$ cat src/rtl/instr_reg_seq.sv
// Instruction register sequencer: captures an opcode byte plus up to MAX_EXT
// big-endian extension bytes, then presents the opcode to the controller and
// the assembled operand to the bus on demand.
module instr_reg_seq #(
  parameter int DATA_W  = 8,
  parameter int OPC_W   = 4,
  parameter int MAX_EXT = 2,
  localparam int OPND_W = (DATA_W - OPC_W) + MAX_EXT * DATA_W,
  localparam int CW     = (MAX_EXT < 2) ? 1 : $clog2(MAX_EXT + 1)
) (
  input  logic              CLK,
  input  logic              CLR_bar,
  input  logic [DATA_W-1:0] data_in,
  input  logic              Li_bar,
  input  logic              Ei_bar,
  input  logic [CW-1:0]     ext_cnt,
  output logic [OPC_W-1:0]  instr_out,
  output logic [OPND_W-1:0] data_out,
  output logic              oe,
  output logic              ir_valid,
  output logic              ir_busy,
  output logic              ir_err
);

  // Operand bits carried by the opcode byte itself.
  localparam int LOW_W = DATA_W - OPC_W;
  localparam logic [CW-1:0] MAX_EXT_C = CW'(MAX_EXT);
  localparam logic [CW-1:0] ONE_C     = CW'(1);

  typedef enum logic [1:0] {
    S_EMPTY,
    S_EXT,
    S_FULL
  } state_t;

  state_t              state;
  logic [OPC_W-1:0]    opcode;
  logic [OPND_W-1:0]   operand;
  logic [CW-1:0]       rem;

  logic                opc_load;
  logic                ext_load;
  logic                cnt_over;
  logic [CW-1:0]       cnt_clamped;
  logic                err_next;
  logic [OPND_W-1:0]   load_opnd;
  logic [OPND_W-1:0]   ext_opnd;

  // Shift-in of an extension byte; with no extensions the path is never used.
  if (MAX_EXT > 0) begin : g_ext
    assign ext_opnd = {operand[OPND_W-DATA_W-1:0], data_in};
  end else begin : g_noext
    assign ext_opnd = operand;
  end

  // Decode load type, clamp the extension count and flag protocol violations.
  always_comb begin
    // NOTE: every always_comb output gets a default first so no path can infer a latch.
    load_opnd             = '0;
    load_opnd[LOW_W-1:0]  = data_in[LOW_W-1:0];
    opc_load              = !Li_bar && (state != S_EXT);
    ext_load              = !Li_bar && (state == S_EXT);
    cnt_over              = ext_cnt > MAX_EXT_C;
    cnt_clamped           = cnt_over ? MAX_EXT_C : ext_cnt;
    err_next              = (!Ei_bar && (state != S_FULL)) || (opc_load && cnt_over);
  end

  // Sequencer FSM with its registered status outputs.
  always_ff @(posedge CLK or negedge CLR_bar) begin
    // NOTE: sequential state uses non-blocking assignments so all registers update from pre-edge values.
    if (!CLR_bar) begin
      state    <= S_EMPTY;
      opcode   <= '0;
      operand  <= '0;
      rem      <= '0;
      ir_valid <= 1'b0;
      ir_busy  <= 1'b0;
      ir_err   <= 1'b0;
    end else begin
      ir_err <= err_next;
      if (opc_load) begin
        // A load in FULL overwrites the finished instruction in the same edge.
        opcode  <= data_in[DATA_W-1 -: OPC_W];
        operand <= load_opnd;
        rem     <= cnt_clamped;
        if (cnt_clamped == '0) begin
          state    <= S_FULL;
          ir_valid <= 1'b1;
          ir_busy  <= 1'b0;
        end else begin
          state    <= S_EXT;
          ir_valid <= 1'b0;
          ir_busy  <= 1'b1;
        end
      end else if (ext_load) begin
        operand <= ext_opnd;
        rem     <= rem - ONE_C;
        if (rem == ONE_C) begin
          state    <= S_FULL;
          ir_valid <= 1'b1;
          ir_busy  <= 1'b0;
        end
      end
    end
  end

  // Bus drive: operand only while enabled in FULL, otherwise zero.
  always_comb begin
    oe       = !Ei_bar && (state == S_FULL);
    data_out = oe ? operand : '0;
  end

  assign instr_out = opcode;

endmodule

$ cat config.mk
export PLATFORM = sky130hd
export DESIGN_NAME = instr_reg_seq
export DESIGN_NICKNAME = d
export VERILOG_FILES = /design/src/rtl/instr_reg_seq.sv
export SDC_FILE = /design/constraint.sdc
export NUM_CORES = 1
export LEC_CHECK = 0
export CORE_MARGIN = 10
export CORE_UTILIZATION = 45
export CTS_CLUSTER_DIAMETER = 100
export CTS_CLUSTER_SIZE = 25
export DETAILED_ROUTE_END_ITERATION = 10
export PLACE_DENSITY = 0.83
export SETUP_SLACK_MARGIN = 0.05
export SYNTH_ARGS = -nofsm -noshare
export SYNTH_HDL_FRONTEND = slang
export SYNTH_SLANG_ARGS = --single-unit
$ cat constraint.sdc
create_clock -name CLK -period 1.8 [get_ports CLK]
set_clock_uncertainty 0.1 [all_clocks]
set_input_delay 0.27 -clock CLK [delete_from_list [all_inputs] [get_ports CLK]]
set_output_delay 0.27 -clock CLK [all_outputs]
set_load 0.1 [all_outputs]
==> Yosys cells after proc, flatten, opt, wreduce, memory -nomap -nowiden <==
Index checks and enable logic that the tools add are counted.
{ "op_classes": {"addsub": 1, "order_cmp": 1, "eq_ne": 5, "n_mux": 18, "reduce_logical": 12} }
{ "ops": {"columns": ["cell", "n"], "rows": [
  ["two-way mux 20 bit", 3],
  ["two-way mux 2 bit", 7],
  ["two-way mux 1 bit", 8],
  ["logical AND 1 bit", 5],
  ["== test 2 x 1 -> 1 bit, second input constant", 2],
  ["nonzero test 2 bit", 2],
  ["== test 2 bit, second input constant", 1],
  ["> comparator 2 bit, second input constant", 1],
  ["logical NOT 1 bit", 2],
  ["logical NOT 2 bit", 1],
  ["!= test 2 x 1 -> 1 bit, second input constant", 1],
  ["!= test 2 bit, second input constant", 1],
  ["AND reduction 2 bit", 1],
  ["subtractor 2 x 1 -> 2 bit, second input constant", 1],
  ["logical OR 1 bit", 1]
]} }
{ "totals": {"register_bits": 31, "word_cells": 44} }

==> Longest topological paths before layout <==
{ "depth": {"depth_word": 5, "mapped_depth": 5} }

==> Worst setup path before layout <==
Ideal clock, no wire load.
{ "synth_timing": {"kind": "register -> output", "startpoint": "register, netlist name ir_valid", "endpoint": "output port data_out[10]", "arrival_time_ns": 2.674, "required_time_ns": 1.430, "path_slack_ns": -1.244, "stages_incl_launch_ff": 5, "path_cell_list": "dfrtp_1 > inv_1 > nor3_1 > buf_2 > and2_1"} }
{ "synth_lines": {"columns": ["item", "line", "source"], "rows": [
  ["to (decl)", "18", "output logic [OPND_W-1:0] data_out,"]
]} }

==> Worst setup path in the final report <==
{ "layout_timing": {"startpoint": "register state[0]", "endpoint": "output port data_out[5]"} }
{ "layout_between": {"elab_chain_cells": 3} }
{ "layout_rtl": {"columns": ["item", "line", "source"], "rows": [
  ["from (decl)", "36", "state_t state;"],
  ["from (signal assigned)", "72", "state <= S_EMPTY;"],
  ["from (signal assigned)", "87", "state <= S_FULL;"],
  ["from (signal assigned)", "91", "state <= S_EXT;"],
  ["== test 2 bit", "109", "oe = !Ei_bar && (state == S_FULL);"],
  ["logical AND 1 bit", "109", null],
  ["two-way mux 20 bit", "110", "data_out = oe ? operand : '0;"]
]} }
Every way passes these cells.

==> run metrics <==
Clock Latency Late Sink=0.32 ns; failing checks=negative setup slack; #FFs+latches synth=29; Place WS=-0.08277 ns; syn_area_per_cell=9.706 µm²; worst-path fanout max=11; Final setup viols=21; unrepaired setup endpoints after global routing=yes; Synth area leader=dfrtp_1; gr ovfl total=0; routed via count=1160; input/output buffers=41; min cycle time layout=1.938 ns; multi-input logic area=611.8 µm²; hpwl dp=2.656 mm; Vert. Die Dim=74.16 µm; hold-fix buffers at CTS=0; CTS buffer count=5; Bufs on Longest Clock Path=2; Final #Nets=200; DR DRC count=0; cell area after synthesis=0.001320 mm²; setup ws final=-0.1379 ns; root buffer cell=clkbuf_4; flip-flop and latch area=733.2 µm²; Post-DRT Antenna Nets=0; setup_tns=-2.481 ns; Tightest Hold Check Type=input port to asynchronous set/reset pin; die area=0.005500 mm²; CP arrival=1.57 ns; DR iter-0 viols=58; Cells after Synth=136; post-DR wirelength/cell=17.29 µm; total track usage=14.59%; most common flop cell mapped by yosys=dfrtp_1; Non-Filler Instances=216; Synth area leaders=dfrtp_1, nand2_1, and2_1; initial antenna violation count=0; syn_nets=151; final worst-path cycle share=107.7%; largest net degree at the start of global routing=30; Vias/cell=5.370; worst ir drop on vdd=1.568 mV; Logic pwr share=57.8%; run status=finished with violations; Starting Density=47.46%; startpoint types=register; RD Place Congestion=0.6929; clk sinks=29; FFs w/ async S/R, synth=100.0%; FP Rows=19; sequential element share of the synthesized area=54.98%; Netlist cell types=22; Max-Cap Viols=0; Yosys warnings=0; WL final=3.735 mm; Fill cells=159; switching share of power=47.78%; number of synthesized flops with an enable pin=0; placed cell count=206; top cells by count, synth=nand2_1, dfrtp_1, and2_1; worst slew pin tran=0.3627 ns; Setup CP Type=register to output pin; I/O Pins=42; power density over the cells=1521 mW/mm²; Final Max Slew Viols=0; Antenna Cells=0; first-pass GRT wire length=6.210 mm; Hold Vio Cnt, Final=0; H-tree Lvls=2; Worst Path Required=1.43 ns; cell-internal power=0.001773 W; layout cells sized above 1=42.16%; Core Area=0.002781 mm²; Die W=74.16 µm; P&R area growth vs syn=69.10%; number of global-route vias before repair=1242; drt pass-1 iters=4; top cell type's share of synthesized area=54.98%; slew margin rel.=75.82%; most frequent cell after synthesis=nand2_1; Reg power frac=30.6%; Static Leak=0.9770 nW; clock-pin slew on the worst setup and hold paths=0.09 ns; Net Switching=0.001623 W; critical path endpoint category=output pin; CTS tree=built; FMAX=516.0 MHz; share of total power in the clock network=11.6%
-- state kept, by name, indices dropped and copies added (netlist names) --
register / cells
operand: 20
instr_out: 4
rem: 2
ir_err: 1
ir_valid: 1
state: 1
-- layer usage --
layer  track usage [%]  wire length, µm  vias to the layer above  share of wire, %
met4             5.383               60                        0               1.6
li1                  -                -                      539                 -
met2             25.76             2023                       43                54
met3             6.250              278                        7               7.4
met1             15.00             1372                      571                37
met5                 0                0                        -                 0
-- area by class of cell --
type / instances / share of cell area [%]
clock buffer: 7 / 2.466
sequential: 29 / 32.85
inverter: 2 / 0.3363
tap: 31 / 1.738
multi-input combinational: 96 / 27.41
timing repair buffer: 51 / 35.20
-- power groups by stage --
stage          registers (W)  clock network (W)  logic [W]
3_5_place_dp         0.00107                  0    0.00188
6_report             0.00104           0.000392    0.00196
3_3_place_gp         0.00105                  0    0.00182
5_1_grt              0.00106           0.000434    0.00207
2_1_floorplan        0.00155                  0   0.000687
4_1_cts              0.00103           0.000395    0.00200
-- per-stage QoR --
stage	hold WS [ns]	power (W)	util (%)	cell area (µm²)
2_1_floorplan	-0.1256	0.002237	-	1406
3_3_place_gp	0.3637	0.002865	77.37	2152
3_5_place_dp	0.3751	0.002952	77.37	2152
4_1_cts	0.2246	0.003428	81.60	2270
5_1_grt	0.2403	0.003561	80.25	2232
6_report	0.2171	0.003396	80.25	2232
-- what timing repair did --
item	in CTS	in global routing
gates resized for setup	3	3
setup endpoints to repair	21	38
pin swaps	2	1
gates cloned	1	0
buffers inserted	4	0
-- critical path: stages (launching register included) --
cell     delay, ns
dfrtp_4       0.50
nor3_4        0.23
buf_6         0.18
and2_4        0.16
buf_12        0.17
-- path summary, 6_finish.rpt --
kind / start / end / slack, ns / depth (start not counted)
min in group CLK: rem[1]$_DFFE_PN0P_ / rem[1]$_DFFE_PN0P_ / 0.40 / 2
max in group asynchronous: CLR_bar / ir_valid$_DFFE_PN0P_ / 1.09 / 2
max reg2reg: ir_valid$_DFFE_PN0P_ / operand[15]$_DFFE_PN0P_ / 0.10 / 5
min reg2reg: rem[1]$_DFFE_PN0P_ / rem[1]$_DFFE_PN0P_ / 0.40 / 2
max: state[0]$_DFFE_PN0P_ / data_out[5] / -0.14 / 4
min: CLR_bar / rem[1]$_DFFE_PN0P_ / 0.22 / 2
-- cells in the final DEF (no fill, tap or decap), types with 2 or more instances in the layout --
cell type	Yosys	routed
nand2_1	34	34
buf_12	0	29
dfrtp_1	29	27
and2_4	0	20
o21ai_0	18	18
clkdlybuf4s50_1	0	13
mux2_2	8	8
buf_4	1	7
clkbuf_4	0	5
nor3_1	3	2
nor2_1	2	2
dfrtp_4	0	2
buf_6	0	2
-- logic make-up after synthesis --
kind of cell,after synthesis,synth area share [%]
flip-flops,29,54.98
AO/OA/AOI/OAI,22,9.289
adder cells (fa/ha/maj),1,0.9477
AND/OR/NAND/NOR,64,23.41
buffers and inverters,11,3.792
multiplexers,9,7.583
Note: power is estimated with default switching activity, not from simulation.
==> patch 1: new RTL, config.mk and constraints unchanged <==
`OPC_W`: 4 -> 6.
--- a/src/rtl/instr_reg_seq.sv
+++ b/src/rtl/instr_reg_seq.sv
@@ -4,5 +4,5 @@
 module instr_reg_seq #(
   parameter int DATA_W  = 8,
-  parameter int OPC_W   = 4,
+  parameter int OPC_W   = 6,
   parameter int MAX_EXT = 2,
   localparam int OPND_W = (DATA_W - OPC_W) + MAX_EXT * DATA_W,
Interface: changed (resized data_out and instr_out); port bits go from 42 to 42. The function was not compared with the original's and may differ.
==> patch 1 against the original RTL <==
The flow still finishes with violations (negative setup slack). Sequential cell count unchanged. Count of clock-buffer cells in the layout grew 1. Design area grew 0.28%. Routed wire length down 7.5%. Setup slack better by 0.020 ns. Final cell count grew 0.93%. Global-route usage fell by 0.72 points. Total power increased by 7.6%. Area after synthesis down 0.28%. Sequential share of layout area down 0.092 points.
==> patch 1: results (changes against the original RTL) <==
{
  "route.vias.total": {"value": 1116, "change": "was 1160"},
  "place_hpwl": {"value": 2.55, "unit": "mm", "change": "was 2.66 mm"},
  "max_slew.worst_pin.slew": {"value": 0.239, "unit": "ns", "change": "was 0.363 ns"},
  "final_gp_congestion": {"value": 0.801, "change": "was 0.693"},
  "drive_above_1_share": {"value": 0.417, "change": "was 0.422"},
  "postSynthNetCount": {"value": 148, "change": "was 151"},
  "yosysUniqueCellTypes": {"value": 24, "change": "was 22"},
  "synth_area_leaders": {"value": "dfrtp_1, nand2_1, and2_1", "change": "unchanged"},
  "timing.final.setup_violations": {"value": 19, "change": "was 21"},
  "wl_met2": {"value": 1.78, "unit": "mm", "change": "was 2.02 mm"},
  "failing_checks": {"value": "negative setup slack", "change": "unchanged"},
  "status": {"value": "complete, but fails checks", "change": "unchanged"},
  "wire_length_of_the_first_global_routing_pass": {"value": 6.07, "unit": "mm", "change": "was 6.21 mm"},
  "gr-usage-all-layers": {"value": 0.139, "change": "was 0.146"},
  "holdWs": {"value": 0.197, "unit": "ns", "change": "was 0.217 ns"},
  "final.setup.worst_slack": {"value": -0.118, "unit": "ns", "change": "was -0.138 ns"},
  "avgRoutedWirePerCell": {"value": 15.8, "unit": "µm", "change": "was 17.3 µm"},
  "yosysSeqAreaShare": {"value": 0.551, "change": "was 0.550"},
  "yosys-top-cells-count": {"value": "nand2_1, dfrtp_1, and2_1", "change": "unchanged"},
  "final_net_count": {"value": 201, "change": "was 200"},
  "postPlaceCellArea": {"value": 2150, "unit": "µm²", "change": "about the same"},
  "initialDrtViolationCount": {"value": 59, "change": "was 58"},
  "power_leakage": {"value": 0.981, "unit": "nW", "change": "was 0.977 nW"},
  "crit_fanout": {"value": 10, "change": "was 11"},
  "met3_wl_post_dr": {"value": 316, "unit": "µm", "change": "was 278 µm"},
  "first_global_vias": {"value": 1233, "change": "was 1242"},
  "largest_reg_flops": {"value": 18, "change": "was 20"},
  "rr_endpoint": {"value": "rem[1]$_DFFE_PN0P_", "change": "was operand[15]$_DFFE_PN0P_"}
}
[patch 1: worst max path at each step]
| stage | end | slack (ns) | cells past startpoint |
|---|---|---|---|
| floorplan | data_out[1] | -0.12 | 3 |
| global placement | data_out[11] | -0.007 | 5 |
| detailed placement | data_out[0] | -0.04 | 5 |
| CTS | data_out[11] | -0.12 | 6 |
| global route | data_out[9] | -0.18 | 4 |
| finish | data_out[9] | -0.12 | 4 |
[patch 1: kinds of logic (layout without fill, tap and decap cells)]
| group | Yosys count | in the layout | share of synthesized area |
|---|---|---|---|
| simple gates | 62 | 62 | 0.234 |
| flops | 29 | 29 | 0.551 |
| fa+ha+maj | 1 | 1 | 0.00950 |
| buf+inv | 10 | 64 | 0.0361 |
| mux | 9 | 9 | 0.0760 |
| compound gates | 22 | 22 | 0.0932 |
[patch 1: metal layers]
metal / track usage / vias up
met5: 0 / -
met4: 0.0414 / 0
met3: 0.0665 / 3
met2: 0.226 / 39
met1: 0.158 / 529
li1: - / 545
[patch 1: final cells by class]
cell class              count  share of cell area
repair buffers             54               0.363
flip-flops and latches     29               0.328
multi-input cells          94               0.266
clock buffers               8              0.0218
well taps                  31              0.0173
inverters                   2             0.00447
[patch 1: what timing repair did]
item,in CTS,in global routing
cloned,1,0
pin swaps,1,4
resized for setup,7,8
setup buffers,5,0
endpoints found under the setup margin,19,28
[patch 1: stage by stage]
step | utilization | setup WS, ns | instances | total power [mW]
final | 0.805 | -0.118 | 218 | 3.65
after detailed placement | 0.771 | -0.0392 | 206 | 3.21
after floorplan | - | -0.124 | 133 | 2.41
after global routing | 0.805 | -0.177 | 218 | 3.83
after global placement | 0.771 | -0.00749 | 206 | 3.15
after CTS | 0.816 | -0.116 | 220 | 3.67
[patch 1: power by group]
part / switching, mW / internal [mW]
logic: 1.37 / 0.842
clock network: 0.206 / 0.155
registers: 0.199 / 0.879
total: 1.78 / 1.88
